<file path="src/rtl/axi_read_arbiter.sv">
// ----------------------------------------------------------------------------
// axi_read_arbiter
//   Merges the I-cache and D-cache AXI read channels (AR/R) onto a single AXI
//   master read port. One transaction is outstanding at a time: a client is
//   granted from IDLE, its AR request is forwarded, and the returned R beats
//   are steered back to it until the last beat, after which the FSM returns
//   to IDLE and arbitrates again.
//
//   State table:
//     state | meaning
//     IDLE  | nothing outstanding; arbitrating between i_arvalid / d_arvalid
//     I_AR  | I-cache granted, AR presented to memory, waiting for m_arready
//     I_R   | I-cache burst in flight, R beats steered to the I-cache
//     D_AR  | D-cache granted, AR presented to memory, waiting for m_arready
//     D_R   | D-cache burst in flight, R beats steered to the D-cache
//
// Ports
//   clk, rst                 clock, synchronous active-high reset
//   i_ar*, i_r*              I-cache AR/R slave side (size fixed to 4 bytes)
//   d_ar*, d_r*, d_arsize    D-cache AR/R slave side
//   m_ar*, m_r*              AXI master read channel towards memory
//   proto_err                sticky: rlast at the wrong beat count, rid
//                            mismatch or non-OKAY rresp seen
//
// Configuration
//   ARB_ROUND_ROBIN_EN  defined: simultaneous requests in IDLE alternate,
//                       the client that lost the previous tie wins the next
//                       (D wins the first tie after reset).
//                       undefined: fixed priority, D always wins ties.
// ----------------------------------------------------------------------------
module axi_read_arbiter #(
    parameter int ID_WIDTH = 4,
    parameter int I_ID     = 0,
    parameter int D_ID     = 1
) (
    input  logic                clk,
    input  logic                rst,

    input  logic [31:0]         i_araddr,
    input  logic [7:0]          i_arlen,
    input  logic                i_arvalid,
    output logic                i_arready,
    output logic [31:0]         i_rdata,
    output logic                i_rlast,
    output logic                i_rvalid,
    input  logic                i_rready,

    input  logic [31:0]         d_araddr,
    input  logic [7:0]          d_arlen,
    input  logic [2:0]          d_arsize,
    input  logic                d_arvalid,
    output logic                d_arready,
    output logic [31:0]         d_rdata,
    output logic                d_rlast,
    output logic                d_rvalid,
    input  logic                d_rready,

    output logic [ID_WIDTH-1:0] m_arid,
    output logic [31:0]         m_araddr,
    output logic [7:0]          m_arlen,
    output logic [2:0]          m_arsize,
    output logic [1:0]          m_arburst,
    output logic                m_arvalid,
    input  logic                m_arready,
    input  logic [ID_WIDTH-1:0] m_rid,
    input  logic [31:0]         m_rdata,
    input  logic [1:0]          m_rresp,
    input  logic                m_rlast,
    input  logic                m_rvalid,
    output logic                m_rready,

    output logic                proto_err
);

    typedef enum logic [2:0] {
        IDLE = 3'd0,
        I_AR = 3'd1,
        I_R  = 3'd2,
        D_AR = 3'd3,
        D_R  = 3'd4
    } state_t;

    localparam logic [ID_WIDTH-1:0] I_ID_W = ID_WIDTH'(I_ID);
    localparam logic [ID_WIDTH-1:0] D_ID_W = ID_WIDTH'(D_ID);

    state_t              state_q, state_d;
    logic [7:0]          beat_cnt_q, beat_cnt_d;
    logic [7:0]          exp_len_q, exp_len_d;
    logic [ID_WIDTH-1:0] exp_id_q, exp_id_d;
    logic                proto_err_q, proto_err_d;

`ifdef ARB_ROUND_ROBIN_EN
    // 1 when D won the most recent tie. Only contested grants update it, so a
    // lone request does not disturb the alternation between tied requests.
    logic                last_tie_d_q, last_tie_d_d;
`endif

    logic ar_hs;
    logic r_hs;

    assign ar_hs     = m_arvalid & m_arready;
    assign r_hs      = m_rvalid & m_rready;
    assign proto_err = proto_err_q;

    // ------------------------------------------------------------------
    // Next-state logic
    // ------------------------------------------------------------------
    always_comb begin
        state_d = state_q;
`ifdef ARB_ROUND_ROBIN_EN
        last_tie_d_d = last_tie_d_q;
`endif
        case (state_q)
            IDLE: begin
                if (i_arvalid && d_arvalid) begin
`ifdef ARB_ROUND_ROBIN_EN
                    if (last_tie_d_q) begin
                        state_d = I_AR;
                    end else begin
                        state_d = D_AR;
                    end
                    last_tie_d_d = ~last_tie_d_q;
`else
                    state_d = D_AR;
`endif
                end else if (d_arvalid) begin
                    state_d = D_AR;
                end else if (i_arvalid) begin
                    state_d = I_AR;
                end
            end
            I_AR: if (ar_hs) state_d = I_R;
            D_AR: if (ar_hs) state_d = D_R;
            I_R:  if (r_hs && m_rlast) state_d = IDLE;
            D_R:  if (r_hs && m_rlast) state_d = IDLE;
            default: state_d = IDLE;
        endcase
    end

    // ------------------------------------------------------------------
    // Output decode: purely a function of the current state plus the
    // pass-through handshake signals of the granted client.
    // ------------------------------------------------------------------
    always_comb begin
        i_arready = 1'b0;
        i_rdata   = '0;
        i_rlast   = 1'b0;
        i_rvalid  = 1'b0;
        d_arready = 1'b0;
        d_rdata   = '0;
        d_rlast   = 1'b0;
        d_rvalid  = 1'b0;
        m_arid    = '0;
        m_araddr  = '0;
        m_arlen   = '0;
        m_arsize  = '0;
        m_arburst = 2'b01;
        m_arvalid = 1'b0;
        m_rready  = 1'b0;
        case (state_q)
            I_AR: begin
                m_arid    = I_ID_W;
                m_araddr  = i_araddr;
                m_arlen   = i_arlen;
                m_arsize  = 3'b010;
                m_arvalid = i_arvalid;
                i_arready = m_arready;
            end
            D_AR: begin
                m_arid    = D_ID_W;
                m_araddr  = d_araddr;
                m_arlen   = d_arlen;
                m_arsize  = d_arsize;
                m_arvalid = d_arvalid;
                d_arready = m_arready;
            end
            I_R: begin
                i_rdata  = m_rdata;
                i_rlast  = m_rlast;
                i_rvalid = m_rvalid;
                m_rready = i_rready;
            end
            D_R: begin
                d_rdata  = m_rdata;
                d_rlast  = m_rlast;
                d_rvalid = m_rvalid;
                m_rready = d_rready;
            end
            default: ;
        endcase
    end

    // ------------------------------------------------------------------
    // Burst bookkeeping and protocol checking
    // beat_cnt_q holds the number of beats already accepted, so on the
    // rlast beat it must equal the issued arlen.
    // ------------------------------------------------------------------
    always_comb begin
        beat_cnt_d  = beat_cnt_q;
        exp_len_d   = exp_len_q;
        exp_id_d    = exp_id_q;
        proto_err_d = proto_err_q;
        if (ar_hs) begin
            beat_cnt_d = 8'd0;
            exp_len_d  = m_arlen;
            exp_id_d   = m_arid;
        end
        if (r_hs) begin
            beat_cnt_d = beat_cnt_q + 8'd1;
            if (m_rlast && (beat_cnt_q != exp_len_q)) proto_err_d = 1'b1;
            if (m_rid != exp_id_q)                    proto_err_d = 1'b1;
            if (m_rresp != 2'b00)                     proto_err_d = 1'b1;
        end
    end

    always_ff @(posedge clk) begin
        if (rst) begin
            state_q      <= IDLE;
            beat_cnt_q   <= 8'd0;
            exp_len_q    <= 8'd0;
            exp_id_q     <= '0;
            proto_err_q  <= 1'b0;
`ifdef ARB_ROUND_ROBIN_EN
            last_tie_d_q <= 1'b0;
`endif
        end else begin
            state_q      <= state_d;
            beat_cnt_q   <= beat_cnt_d;
            exp_len_q    <= exp_len_d;
            exp_id_q     <= exp_id_d;
            proto_err_q  <= proto_err_d;
`ifdef ARB_ROUND_ROBIN_EN
            last_tie_d_q <= last_tie_d_d;
`endif
        end
    end

endmodule
</file>
<file path="config.mk">
export PLATFORM = sky130hd
export DESIGN_NAME = axi_read_arbiter
export DESIGN_NICKNAME = d
export VERILOG_FILES = /design/src/rtl/axi_read_arbiter.sv
export SDC_FILE = /design/constraint.sdc
export NUM_CORES = 1
export LEC_CHECK = 0
export BUFFER_PORTS_ARGS = -buffer_cell sky130_fd_sc_hd__buf_2
export CAP_MARGIN = 20
export CORE_AREA = 5 5 95 97
export DETAILED_ROUTE_END_ITERATION = 10
export DIE_AREA = 0 0 100 102
export GPL_TIMING_DRIVEN = 0
export PLACE_DENSITY = 0.76
export SKIP_LAST_GASP = 1
export SYNTH_ARGS = -nofsm -noshare
export SYNTH_HDL_FRONTEND = slang
export SYNTH_SLANG_ARGS = --single-unit
export TNS_END_PERCENT = 30
</file>
<file path="constraint.sdc">
create_clock -name clk -period 2.1 [get_ports clk]
set_input_delay 0.315 -clock clk [delete_from_list [all_inputs] [get_ports clk]]
set_output_delay 0.315 -clock clk [all_outputs]
set_load 0.05 [all_outputs]
</file>
# After elaboration in Yosys (flattened, before gate mapping)
# Cells that the tools add are included.
# op_classes
n_reduce_logical,10
bitwise_logic,2
magnitude_cmp,0
n_shift,0
mul,0
div_mod_pow,0
n_addsub,1
n_eq_ne,10
mux,26
# ops
op,count
32-bit 2-to-1 mux,2
32-bit case mux with 2 select lines,1
3-bit 2-to-1 mux,6
8-bit 2-to-1 mux,2
8-bit case mux with 2 select lines,1
3-bit case mux with 4 select lines,1
1-bit 2-to-1 mux,10
8-bit by 1-bit adder with 8-bit output (second input constant),1
8-bit != test,1
3-bit by 2-bit equality test with 1-bit output (second input constant),2
3-bit case mux with 2 select lines,1
2-bit != test (second input constant),2
4-bit != test,1
4-bit != test (second input constant),1
1-bit case mux with 2 select lines,2
4-bit AND reduction,1
2-bit nonzero test,2
3-bit by 1-bit equality test with 1-bit output (second input constant),1
3-bit equality test (second input constant),1
1-bit logical AND,3
3-bit zero test,1
3-bit nonzero test,1
1-bit AND,2
2-bit by 1-bit != test with 1-bit output (second input constant),1
2 further kinds,2
# totals
ram_bits,0
ff_bits,24
n_memories,0
input_bits,130
out_inout_bits,122
rom_bits,0
wordCells,54
latchBits,0

# Logic depth before layout (Yosys ltp)
# Gate-level depths: netlist of the first run.
# depth
ltp_word,6
mapped_depth,6
depth_no_buf,5

# Worst setup path after synthesis of the first run
# Ideal clock, no wire load.
# synth_path
path_kind,register to output
from,reg state_q[2]
to,out d_arready
arrival_ns,1.702
t_required_ns,1.785
path_buffers,1
path_stages_with_launch,4
path_slack_ns,0.083
cell_sequence,dfxtp_1 nand2b_1 buf_2 nor3_1
# synth_via
elab_chain_len,2
# synth_lines
item,line,rtl
from (decl),86,"state_t state_q, state_d;"
from (signal assigned),227,state_q <= state_d;
3-bit by 2-bit equality test with 1-bit output,160,case (state_q)
1-bit 2-to-1 mux,160,
to (decl),52,"output logic d_arready,"
# No other way between the ends.

# Worst setup path in the final report of the first run
# layout_path
from,reg state_q[2]
to,out m_arlen[4]
# layout_via
elab_chain_len,2
word_cells_on_any_way,3
classes_between,2 x eq/ne; 1 x mux
# layout_lines
item,line,rtl
3-bit by 2-bit equality test with 1-bit output or 3-bit by 1-bit equality test with 1-bit output (tied branches),160,
8-bit case mux with 2 select lines (*),160,
to (decl),60,"output logic [7:0] m_arlen,"
# Every way passes the cells marked *; elsewhere a longest branch is shown, timed or not.

==> results of run 1 <==
-- final cells by class --
| cell class | instances | area (µm²) |
|---|---|---|
| diodes | 1 | 2.502 |
| plain buffers | 24 | 181.4 |
| clock buffers | 4 | 45.04 |
| fillers | 766 | 4068 |
| inverters | 12 | 48.80 |
| multi-input cells | 208 | 1525 |
| flip-flops and latches | 21 | 429.2 |
| well taps | 105 | 131.4 |
| repair buffers | 262 | 1620 |
-- what timing repair did --
action	in CTS	in global routing
endpoints found under the setup margin	112	97
resized for setup	64	90
buffers inserted	9	7
gates cloned	0	1
pin swaps	2	2
-- stage by stage --
step           power (W)  setup TNS (ns)  setup WS, ns  std cells
2_1_floorplan   0.001466               0       0.08285        266
3_3_place_gp    0.001849          -17.35       -0.3316        616
3_5_place_dp    0.001868          -20.53       -0.3676        616
4_1_cts         0.002228          -1.358      -0.06773        628
5_1_grt         0.002451         -0.6793      -0.02908        637
6_report        0.002342               0       0.04573        637
-- synth_stat cells, drive strengths merged --
master	count	area share, %
a2111oi	3	1.9
a211o	1	0.43
a211oi	12	4.7
a21o	1	0.37
a21oi	4	0.98
a221o	2	0.98
a22o	35	15
a22oi	8	2.9
and2	71	22
and3	1	0.31
and3b	1	0.43
buf	13	3.8
clkbuf	12	2.2
conb	2	0.37
dfxtp	21	21
ha	1	0.61
inv	12	2.2
mux2	2	1.1
mux2i	1	0.67
nand2	5	0.92
nand2b	3	0.92
nand3	2	0.49
nand3b	2	1.1
nand4	2	0.61
nand4b	1	0.43
nor2	16	3.6
nor2b	1	0.31
nor3	7	2.0
nor3b	3	1.1
nor4	2	0.61
o21ai	1	0.25
o31a	1	0.43
o31ai	1	0.37
or4	1	0.37
xnor2	11	4.7
xor2	1	0.43
-- power groups by stage --
stage               sequential [W]  clock [W]  combinational, W
global route              0.000445   0.000287           0.00172
CTS                       0.000442   0.000262           0.00152
global placement          0.000445          0           0.00140
detailed placement        0.000446          0           0.00142
finish                    0.000441   0.000268           0.00163
floorplan                 0.000445          0           0.00102
-- worst max-delay path: stages, from the launching register on --
cell and delay (ns):
dfxtp_4 0.38, nand2b_1 0.12, buf_6 0.14, nor2_4 0.04, buf_4 0.15, buf_6 0.13, a22oi_2 0.21, inv_1 0.07
clkbuf_4 0.21
-- cell families (layout without fill, tap and decap cells) --
| group | count (synthesis) | in the layout | share of synthesized area [%] |
|---|---|---|---|
| buf+inv | 37 | 302 | 8.220 |
| fa+ha+maj | 1 | 1 | 0.6134 |
| simple gates | 118 | 118 | 34.91 |
| xor+xnor | 12 | 12 | 5.153 |
| flops | 21 | 21 | 20.61 |
| mux | 3 | 3 | 1.779 |
| other cells | 2 | 6 | 0.3682 |
| compound gates | 69 | 69 | 28.34 |
-- metal layers --
layer  share of wire, %  vias to the layer above
met4                1.6                        0
li1                   -                     1460
met1                 33                     1320
met5                  0                        -
met3                 11                       11
met2                 54                      171
-- cell usage in the layout, fill, tap and decap left out, types with 5 or more instances in the layout --
cell	synthesis	final
and2_1	71	71
a22o_1	35	35
nor3_1	6	5
dfxtp_1	21	18
clkbuf_4	0	39
nor2_1	13	13
buf_2	5	172
nand2_1	5	5
conb_1	2	5
buf_6	0	27
inv_1	12	11
xnor2_1	11	11
a211oi_1	11	11
buf_4	6	43
a22oi_2	0	7
-- state kept, by name, summed over array words and instances, names as in the netlist --
register	count
proto_err	1
state_q	3
exp_len_q	8
beat_cnt_q	8
exp_id_q	1
-- worst paths after layout --
check / from / endpoint / slack, ns / depth (start not counted)
worst max register to register: state_q[1] / beat_cnt_q[0] / 0.29 / 6
worst max-delay path: state_q[2] / m_arlen[4] / 0.05 / 8
worst min-delay path: m_rresp[1] / proto_err / 0.39 / 3
worst min register to register: state_q[2] / state_q[0] / 0.48 / 1
==> reports/qor.csv, run 1 <==
stage;metric;value;unit
clock_tree;cts_max_level;1;
die;design.core.area;0.008051;mm²
clock_tree;cts_tree;built;
global_routing;grt_usage;17.60;%
setup_path;crit_required;1.78;ns
timing;hold_viol;0;
global_routing;busiest_layer;met2;
timing;slew_headroom;64.52;%
layout;fin_area;0.003984;mm²
layout;area_growth;95.34;%
route;wl;9894;µm
synth;yosysUniqueCellTypes;43;
power;power_switching;0.001220;W
global_routing;grt_pass1_vias;3022;
route;drt_iter0_drc;83;
die;ios;252;
global_routing;met2_usage;35.45;%
outcome;status;completed;
timing;fmax;0.4868;GHz
global_routing;grt_start_max_net_pins;14;
die;die-area;0.01020;mm²
place;hpwl;8468;µm
setup_path;end_kind;output port;
place;portBuffers;245;
setup_path;crit_fanout;7;
power;peakVddDrop;0.3310;mV
global_routing;gr-usage-met3;3.345;%
synth;netlist_area;0.002039;mm²
setup_path;critPathArrivalTime;1.74;ns
global_routing;grt_pass1_wl;14700;µm
global_routing;antenna_found_initial;1;
route;dr.pass1.iters;4;
die;die-height;102;µm
power;p_seq_share;18.8;%
synth;syn_area_per_cell;7.755;µm²
route;dr_total_vias;2962;
layout;drive_above_1_share;58.57;%
die;die_w;100;µm
timing;fin_skew;0.005697;ns
timing;setup_viol;0;
route;ant_nets;0;
timing;worst_pin_slew;0.5281;ns
place;postPlaceCellArea;0.003408;mm²
setup_path;crit_type;reg -> out;
global_routing;grt-ovfl-total;0;
timing;hold_ws;0.3884;ns
synth;synth_seq_area_share;20.61;%
clock_tree;numCtsBuffers;3;
timing;final_max_slew_viol_count;0;
place;gp_congestion;0.8112;
setup_path;start_kind;register;
synth;synth_warnings;0;
timing;post-route-min-period;2.054;ns
min_path;min_path_type;in -> reg;
clock_tree;ctsHoldBuffers;0;
layout;nNetsFinal;663;
clock_tree;clock_sinks;21;
power;swShare;52.07;%
die;start_util;25.33;%
clock_tree;path_clk_slew;0.08;ns
synth;syn_inst;263;
layout;utilization;49.48;%
power;leakagePower;2.147;nW
clock_tree;root_buffer;clkbuf_8;
clock_tree;clk_latency;0.26;ns
route;viasPerCell;4.650;
power;internal_power;0.001122;W
flow_run;maxCapViolations;0;
clock_tree;cts_buffer_depth;2;
power;share_comb_of_total_power;69.7;%
route;route.detailed.drc;0;
power;clock_power_share;11.4;%
timing;rsz0062_at_grt;true;
die;num_rows;33;
route;wl_per_cell;15.53;µm
timing;fin_crit_sh;97.82;%
global_routing;grt_use_met1;19.08;%
power;powerDensity;587.9;mW/mm²
synth;synth-seq-cells;21;
No activity file was read; power rests on OpenSTA's default activity.
==> run 2: changes to the inputs <==
ABC_AREA = 1   (was not set)
CORE_AREA = 5 5 94 96   (was 5 5 95 97)
DIE_AREA = 0 0 99 101   (was 0 0 100 102)
==> reports/qor.csv, run 2 <==
stage;metric;value;unit
route;viasPerCell;4.507;
synth;netlist_area;0.001948;mm²
timing;rsz0062_at_grt;true;
timing;fin_skew;0.004020;ns
setup_path;critPathArrivalTime;1.76;ns
route;route.detailed.drc;0;
layout;antennaDiodeCount;0;
synth;ys.flop_type;dfxtp_1;
route;ant_nets;0;
clock_tree;cts_max_level;1;
clock_tree;ctsHoldBuffers;0;
clock_tree;root_buffer;clkbuf_8;
synth;yosysTopAreaCellShare;21.58;%
synth;synth_seq_area_share;21.58;%
synth;yosys-top-cells-count;nor2_1, inv_1, a22o_1;
setup_path;crit_required;1.78;ns
synth;yosysUniqueCellTypes;25;
synth;synth_warnings;0;
timing;final_max_slew_viol_count;0;
layout;top_regs;beat_cnt_q x8, exp_len_q x8, state_q x3;
clock_tree;cts_tree;built;
route;wl_per_cell;13.78;µm
global_routing;grt_pass1_vias;2897;
route;dr.pass1.iters;4;
clock_tree;numCtsBuffers;3;
synth;synth_most_common_cell;nor2_1;
clock_tree;clk_latency;0.26;ns
power;powerDensity;1457;mW/mm²
power;leakagePower;2.220;nW
layout;nNetsFinal;715;
layout;mostFrequentLayoutCells;buf_2, nor2_1, inv_1;
setup_path;end_kind;output port;
place;portBuffers;246;
clock_tree;clock_sinks;21;
setup_path;crit_type;reg -> out;
global_routing;grt_usage;17.25;%
route;dr_total_vias;3101;
power;peakVddDrop;1.029;mV
global_routing;grt_pass1_wl;14210;µm
synth;synth_edf_count;0;
global_routing;grt-ovfl-total;0;
layout;area_growth;80.80;%
synth;synth-seq-cells;21;
timing;fmax;0.4814;GHz
setup_path;r2r_setup_slack;0.44;ns
die;start_util;24.45;%
clock_tree;cts_buffer_depth;2;
synth;syn_area_per_cell;5.939;µm²
setup_path;ff2ff_path_depth;10;
die;ios;252;
setup_path;start_kind;register;
timing;setup_viol;0;
clock_tree;path_clk_slew;0.07;ns
timing;worst_slack;0.02261;ns
die;design.core.area;0.007969;mm²
synth;synth_area_leader_cell;dfxtp_1;
synth;syn_inst;328;
layout;drive_above_1_share;48.03;%
power;fin_total_pwr;0.005132;W
layout;layout_commonest_cell;buf_2;
die;die-area;0.009999;mm²
place;place_ws;0.05481;ns
die;die-height;101;µm
die;die_w;99;µm
global_routing;antenna_found_initial;0;
setup_path;crit_fanout;10;
place;hpwl;8235;µm
min_path;min_path_type;in -> reg;
timing;post-route-min-period;2.077;ns
outcome;status;completed;
die;num_rows;33;
route;wl;9484;µm
min_path;hold_depth;2;
synth;async_flop_share;0;%
flow_run;maxCapViolations;0;
timing;fin_crit_sh;98.92;%
route;drt_iter0_drc;108;
timing;hold_viol;0;
global_routing;grt_start_max_net_pins;12;
place;gp_congestion;0.8660;
synth;synthTopCellsByArea;dfxtp_1, nor2_1, a22o_1;
-- run 2: layout make-up --
cell class              count  area [µm²]
repair buffers            248        1341
flip-flops and latches     21       421.7
clock buffers               4       45.04
fillers                   838        4447
inverters                  52       195.2
well taps                 105       131.4
multi-input cells         237        1250
plain buffers              21       137.6
-- run 2: cells by family after synthesis --
kind of cell               count (synthesis)  share of synthesized area [%]
DFF                                       21                          21.58
other                                      2                         0.3855
adders and majority gates                  1                         0.6422
buffers and inverters                     73                          15.74
and+or+nand+nor                          156                          32.69
AOI/OAI and AO/OA                         66                          24.92
xor gates and xnor gates                   9                          4.046
-- run 2: worst max-delay path, stage by stage, from the launching register on --
cell	delay (ns)
dfxtp_1	0.36
inv_2	0.13
nand2_2	0.10
nor2_4	0.13
buf_4	0.20
clkbuf_4	0.22
a22o_1	0.16
buf_4	0.20
-- run 2: repair_timing --
action | CTS | global route
pin swaps | 1 | 1
gates resized for setup | 41 | 13
setup buffers | 1 | 1
setup endpoints to repair | 71 | 94
-- run 2: report_power, final --
group / total [W] / internal [W] / switching [W]
Combinational: 0.00434 / 0.00111 / 0.00323
Sequential: 0.000531 / 0.000462 / 0.0000693
Clock: 0.000263 / 0.000135 / 0.000128
-- run 2: worst paths after layout --
kind                             startpoint             to
worst max-delay path             state_q[2]   m_araddr[26]
worst min-delay path                    rst  beat_cnt_q[3]
worst max register to register   state_q[2]   exp_len_q[0]
worst min register to register  exp_id_q[0]    exp_id_q[0]
-- run 2: metal layers --
| metal | GRT usage, % | wire, µm | vias to the layer above | part of all wire, % |
|---|---|---|---|---|
| li1 | - | - | 1552 | - |
| met1 | 21.89 | 4014 | 1402 | 42 |
| met2 | 30.11 | 4603 | 133 | 49 |
| met3 | 3.806 | 726 | 14 | 7.7 |
| met4 | 3.256 | 139 | 0 | 1.5 |
| met5 | 0 | 0 | - | 0 |
-- run 2: through the flow --
step	cell area, µm²	util [%]	instances	hold slack, ns	setup TNS, ns
floorplan	1959	-	331	0.3841	-0.4786
global placement	3322	41.69	682	0.4684	0
detailed placement	3322	41.69	682	0.4744	0
CTS	3478	43.65	687	0.3216	-0.4154
global route	3522	44.20	688	0.3271	-1.022
finish	3522	44.20	688	0.3272	0
